## config.mk

```make
export PLATFORM = sky130hd
export DESIGN_NAME = armleocpu_tlb
export DESIGN_NICKNAME = d
export VERILOG_FILES = /design/src/rtl/armleocpu_tlb.sv
export SDC_FILE = /design/constraint.sdc
export NUM_CORES = 1
export LEC_CHECK = 0
export BUFFER_PORTS_ARGS = -buffer_cell sky130_fd_sc_hd__buf_2
export CAP_MARGIN = 15
export CELL_PAD_IN_SITES_DETAIL_PLACEMENT = 1
export CELL_PAD_IN_SITES_GLOBAL_PLACEMENT = 1
export CORE_ASPECT_RATIO = 0.6
export CORE_MARGIN = 5
export CORE_UTILIZATION = 46
export DETAILED_ROUTE_END_ITERATION = 10
export PLACE_DENSITY_LB_ADDON = 0.1
export SLEW_MARGIN = 20
export SYNTH_ARGS = -nofsm -noshare
export SYNTH_HDL_FRONTEND = slang
export SYNTH_SLANG_ARGS = --single-unit
```

## constraint.sdc

```tcl
create_clock -name clk -period 5.8 [get_ports clk]
set_clock_uncertainty 0.15 [all_clocks]
set_input_delay 0 -clock clk [delete_from_list [all_inputs] [get_ports clk]]
set_output_delay 0 -clock clk [all_outputs]
set_load 0.05 [all_outputs]
```

## src/rtl/armleocpu_tlb.sv

```systemverilog
// Fully-associative translation cache between the page table walker and the fetch/LSU.
// One-cycle registered lookup; writes update in place, fill the lowest free slot, or evict round-robin.
module armleocpu_tlb #(
   parameter int ENTRIES = 8
) (
   input  logic        clk,
   input  logic        rst,
   input  logic        lookup_request,
   input  logic [19:0] lookup_virtual_address,
   output logic        lookup_done,
   output logic        lookup_hit,
   output logic [7:0]  lookup_access_bits,
   output logic [21:0] lookup_physical_address,
   input  logic        write_request,
   input  logic [19:0] write_virtual_address,
   input  logic [7:0]  write_access_bits,
   input  logic [21:0] write_physical_address,
   input  logic        invalidate_request
);

   localparam int ENTRIES_W = (ENTRIES > 1) ? $clog2(ENTRIES) : 1;

   logic [ENTRIES-1:0]   r_valid;
   logic [19:0]          r_vpn    [ENTRIES];
   logic [7:0]           r_access [ENTRIES];
   logic [21:0]          r_ppn    [ENTRIES];
   logic [ENTRIES_W-1:0] r_victim;

   logic        r_lookup_done;
   logic        r_lookup_hit;
   logic [7:0]  r_lookup_access;
   logic [21:0] r_lookup_ppn;

   logic                 w_lk_hit;
   logic [ENTRIES_W-1:0] w_lk_idx;
   logic                 w_wr_match;
   logic [ENTRIES_W-1:0] w_wr_match_idx;
   logic                 w_wr_free;
   logic [ENTRIES_W-1:0] w_wr_free_idx;
   logic [ENTRIES_W-1:0] w_wr_idx;
   logic                 w_wr_en;

   always_comb begin
      w_lk_hit = 1'b0;
      w_lk_idx = '0;
      for (int i = 0; i < ENTRIES; i++) begin
         if (r_valid[i] && (r_vpn[i] == lookup_virtual_address)) begin
            w_lk_hit = 1'b1;
            w_lk_idx = ENTRIES_W'(i);
         end
      end
   end

   // Scan downward so the lowest-index free entry is the one that sticks.
   always_comb begin
      w_wr_match     = 1'b0;
      w_wr_match_idx = '0;
      w_wr_free      = 1'b0;
      w_wr_free_idx  = '0;
      for (int i = ENTRIES - 1; i >= 0; i--) begin
         if (r_valid[i] && (r_vpn[i] == write_virtual_address)) begin
            w_wr_match     = 1'b1;
            w_wr_match_idx = ENTRIES_W'(i);
         end
         if (!r_valid[i]) begin
            w_wr_free     = 1'b1;
            w_wr_free_idx = ENTRIES_W'(i);
         end
      end
   end

   assign w_wr_idx = w_wr_match ? w_wr_match_idx : (w_wr_free ? w_wr_free_idx : r_victim);
   assign w_wr_en  = write_request && !invalidate_request;

   always_ff @(posedge clk) begin
      if (rst) begin
         r_valid         <= '0;
         r_victim        <= '0;
         r_lookup_done   <= 1'b0;
         r_lookup_hit    <= 1'b0;
         r_lookup_access <= '0;
         r_lookup_ppn    <= '0;
      end else begin
         r_lookup_done <= lookup_request;
         if (lookup_request) begin
            r_lookup_hit <= w_lk_hit;
            if (w_lk_hit) begin
               r_lookup_access <= r_access[w_lk_idx];
               r_lookup_ppn    <= r_ppn[w_lk_idx];
            end
         end
         if (invalidate_request) begin
            r_valid  <= '0;
            r_victim <= '0;
         end else if (write_request) begin
            r_valid[w_wr_idx] <= 1'b1;
            if (!w_wr_match && !w_wr_free)
               r_victim <= r_victim + ENTRIES_W'(1);
         end
      end
   end

   always_ff @(posedge clk) begin
      if (!rst && w_wr_en) begin
         r_vpn[w_wr_idx]    <= write_virtual_address;
         r_access[w_wr_idx] <= write_access_bits;
         r_ppn[w_wr_idx]    <= write_physical_address;
      end
   end

   assign lookup_done             = r_lookup_done;
   assign lookup_hit              = r_lookup_hit;
   assign lookup_access_bits      = r_lookup_access;
   assign lookup_physical_address = r_lookup_ppn;

endmodule

```

## Word-level counts from Yosys, hierarchy flattened

Memories as Yosys holds them, arrays and structs flattened. A register that Yosys moved wholly into a read port is not among the register bits.
Cells that the tools add are included.

- Add/subtract/negate cells: 1
- $mul: 0
- Div/mod/pow operators: 0
- Magnitude comparators: 2
- Eq/ne operators: 16
- Shifts and indexed selects: 0
- Multiplexer cells: 53
- Bitwise gates (word level): 1
- Reductions and logical operators: 27

Operator list:

| operator | number |
|---|---|
| $eq A20 B20 Y1 | 16 |
| $mux W3 | 24 |
| $mux W1 | 28 |
| $logic_and A1 B1 Y1 | 20 |
| $or A8 B8 Y8 | 1 |
| $logic_not A1 Y1 | 4 |
| $lt A3 B4 Y1 const B | 1 |
| $reduce_and A2 Y1 | 2 |
| $add A3 B1 Y3 const B | 1 |
| $demux W1 S3 | 1 |
| $ge A3 B1 Y1 const B | 1 |
| $reduce_or A2 Y1 | 1 |

- Bits in registers: 13
- Bits in latches: 0
- Bits in writable memories: 400
- ROM bits: 0
- Input port bits: 75
- Logic and storage cells: 107
- Memories: 3

Memories:

| memory | depth | bits a word | rd ports | clocked after memory_dff | wr ports | RTL line | RTL |
|---|---|---|---|---|---|---|---|
| r_ppn | 8 | 22 | 1 | 1 | 1 | 26 | `logic [21:0] r_ppn [ENTRIES];` |
| r_vpn | 8 | 20 | 8 | 0 | 1 | 24 | `logic [19:0] r_vpn [ENTRIES];` |
| r_access | 8 | 8 | 1 | 1 | 1 | 25 | `logic [7:0] r_access [ENTRIES];` |

## Depth between registers and ports, before layout

An unclocked memory read counts as a cell.

- Depth in word-level cells: 17
- Depth in mapped cells: 13
- Gate-level depth less buffers: 9

## Worst setup path after synthesis

Ideal clock, no wire load.

- Kind: register to register
- From: memory r_vpn[1][2]
- To: memory r_access[1][0] (enable)
- Data arrival time: 5338 ps
- Data required time: 5128 ps
- Setup slack: -210 ps
- Cell stages (with the launch flop): 9
- Buffers on the path: 0
- Cells stage by stage: edfxtp_1 -> xor2_1 -> nor4_1 -> nand3_1 -> or4_4 -> nand2b_1 -> o211ai_2 -> nor2b_4 -> nor3_1

RTL lines:

| element | RTL line |
|---|---|
| from (decl) | 24 |
| to (decl) | 25 |

==> out/metrics.cfg <==
[place]
place_area_sq_um = 21060
port_buffers = 106
gp_congestion = 0.8757
dp_hpwl_um = 38850
pre_cts_ws_ns = 1.860

[cells_and_area]
postLayoutCellArea_sq_um = 22980
final_cell_mix = edfxtp_1 (400), xnor2_1 (184), xor2_1 (137)
multiInputGateArea_sq_um = 6590
finalCoreUtilization = 0.5294
diodes = 0
fillers = 4283
final-seq-area_sq_um = 12870
nets = 1662
mostFrequentLayoutCell = edfxtp_1
drive_above_1_share = 0.1376
syn_to_final_growth_pct = 13.40

[clock_tree]
cts_setup_buffers = 0
cts_htree_levels = 2
cts_hold_buf = 56
cts_resized = 0
cts_sinks = 443
clk_path_buf_depth = 3
root_buffer = clkbuf_16
clock_latency_ns = 0.55
numCtsBuffers = 43
cts_tree = done
clkTransAtPathRegs_ns = 0.06

[yosys]
synth.cell_area_sq_um = 20260
avgSynthCellArea_sq_um = 13.97
synth_cell_types = 66
yosys_register_bits = 443
ys_top_cells_by_area = edfxtp_1 (59%), xnor2_1 (8.0%), xor2_1 (5.9%), dfxtp_1 (4.2%), nand4_1 (3.2%)
synth_ff_type = edfxtp_1
async_reset_ff_frac = 0
yosysTopAreaCell = edfxtp_1
synthCells = 1451
synth_nets = 1527
synth_edf_count = 400
synth_top_area_share = 0.5927
ys_warn_count = 0
yosysSeqAreaShare = 0.6352

[sta]
period_needed_ns = 4.012
period_share = 0.6918
fmax_mhz = 249.2
slew_violations = 0
worstMarginPinSlew_ns = 1.112
layout_setup_ws_ns = 1.788
max_slew_margin = 0.2590
finalSetupViolations = 0
rsz0062_at_grt = no
hold_viol_final = 0

[drt]
drt-total-wl_um = 61170
ant_nets = 0
drt_iter0_drc = 1285
routedWlPerCell_um = 27.80
drc = 0
via_count = 12930
firstDrtPassIters = 5
via_per_inst = 5.878

[global_route]
grtUsageTotal = 0.2480
grt_pass1_wl_um = 89990
antenna_found_initial = 1
first_global_vias = 13190
grt_remaining_overflow = 0
grt_max_degree = 103

[job]
drv_cap = 0

[hold_path]
hold_class = input port to flip-flop
hold_depth = 2

[setup_path]
slowest_delay_ns = 0.72
worstSetupStartpointType = flip-flop
path_max_fanout = 51
critPathKind = flip-flop to flip-flop
critPathArrivalTime_ns = 4.03
cp_slowest_cell = buf_4
cp-end-kind = flip-flop
crit_chain = xnor2_1 > nand4_1 > nor4_1 > nand4_1 > nand4_1 > nor2_1 > or3_1 > nor3_4 > buf_4
crit_top_cell = nand4_1
reg2regPathDepth = 9
cp.required_ns = 5.82

[floorplanning]
initial_core_util = 0.4669
dieArea_sq_um = 48490
rows = 59
die_h_um = 172.6
core_sq_um = 43410
ios = 107
die_w_um = 281.0

[power_and_ir_drop]
p_leak_nw = 8.013
ir_worst_vdd_v = 0.0002524
pwr_density_cell_nw_per_um2 = 288.5

[run_status]
status = finished clean

-- flip-flops by register name, summed over array words and instances (netlist names) --
| name | count |
|---|---|
| lookup_done | 1 |
| lookup_hit | 1 |
| lookup_access_bits | 8 |
| r_valid | 8 |
| r_access | 64 |
| lookup_physical_address | 22 |
| r_ppn | 176 |
| r_victim | 3 |
| r_vpn | 160 |
-- synth_stat cells (2+ instances only) --
cell type	instances
o211ai_1	33
o21ai_0	2
buf_6	16
clkbuf_1	16
o311ai_1	6
nand4_1	103
o21ai_1	30
o2bb2ai_1	30
o211a_1	2
or3_1	2
clkbuf_8	3
mux2i_1	55
edfxtp_1	400
a21o_1	8
nand3_1	49
inv_1	32
nor4_1	39
buf_8	3
dfxtp_1	43
nand2_1	35
xnor2_1	184
o211ai_2	3
nor4b_1	6
buf_4	20
nor3_1	63
nor3_2	5
xor2_1	137
buf_2	33
nor2_1	16
a21oi_1	30
a41o_1	6
buf_12	5
a21boi_0	2
dlymetal6s2s_1	2
-- power breakdown --
part | internal, mW | switching (mW) | leakage (nW)
clock network | 1.56 | 1.21 | 0.660
registers | 3.49 | 0.00820 | 3.95
logic | 0.121 | 0.237 | 3.40
-- stage by stage --
step | cells | total power [mW] | setup TNS, ns | hold slack, ns
detailed placement | 2064 | 3.886 | 0 | 0.1255
floorplan | 1451 | 3.744 | -21.03 | -0.07263
finish | 2200 | 6.630 | 0 | 0.1120
CTS | 2200 | 6.669 | 0 | 0.07753
global placement | 2064 | 3.882 | 0 | 0.1206
global route | 2200 | 6.842 | 0 | 0.1161
-- area by class of cell --
class,instances,area share
clock inverters,12,0.005172
flip-flops and latches,443,0.5601
repair buffers,190,0.05717
multi-input cells,876,0.2868
inverters,32,0.005227
well taps,579,0.03152
clock buffers,68,0.05401
-- layer usage --
| metal | track usage | share of wire | routed length [um] |
|---|---|---|---|
| met5 | 0 | 0 | 0 |
| met2 | 0.3475 | 0.41 | 25270 |
| met3 | 0.06981 | 0.099 | 6058 |
| met1 | 0.3934 | 0.48 | 29170 |
| met4 | 0.03507 | 0.011 | 661 |
-- cell families (layout without fill, tap and decap cells) --
kind of cell,Yosys count,after routing,synth area share
muxes,55,55,0.02717
xor gates and xnor gates,322,322,0.1395
and+or+nand+nor,339,339,0.09700
adders and majority gates,1,1,0.0006173
buffers and inverters,132,302,0.04433
DFF,443,443,0.6352
AOI/OAI and AO/OA,159,159,0.05613
-- final timing paths --
kind / from / endpoint / slack (ns)
max: r_vpn[4][2] / r_vpn[4][12] / 1.79
min: write_virtual_address[16] / r_vpn[4][16] / 0.11
max reg2reg: r_vpn[4][2] / r_vpn[4][12] / 1.79
min reg2reg: lookup_access_bits[5] / lookup_access_bits[5] / 0.31
-- worst max-delay path: cells and delay by family, from the launching register on --
kind | cells | cell delay (ns)
buffers and inverters | 1 | 0.72
flip-flops | 1 | 0.47
AND/OR/NAND/NOR | 7 | 2.02
XOR/XNOR | 1 | 0.23
(Power assumes the default switching activity.)
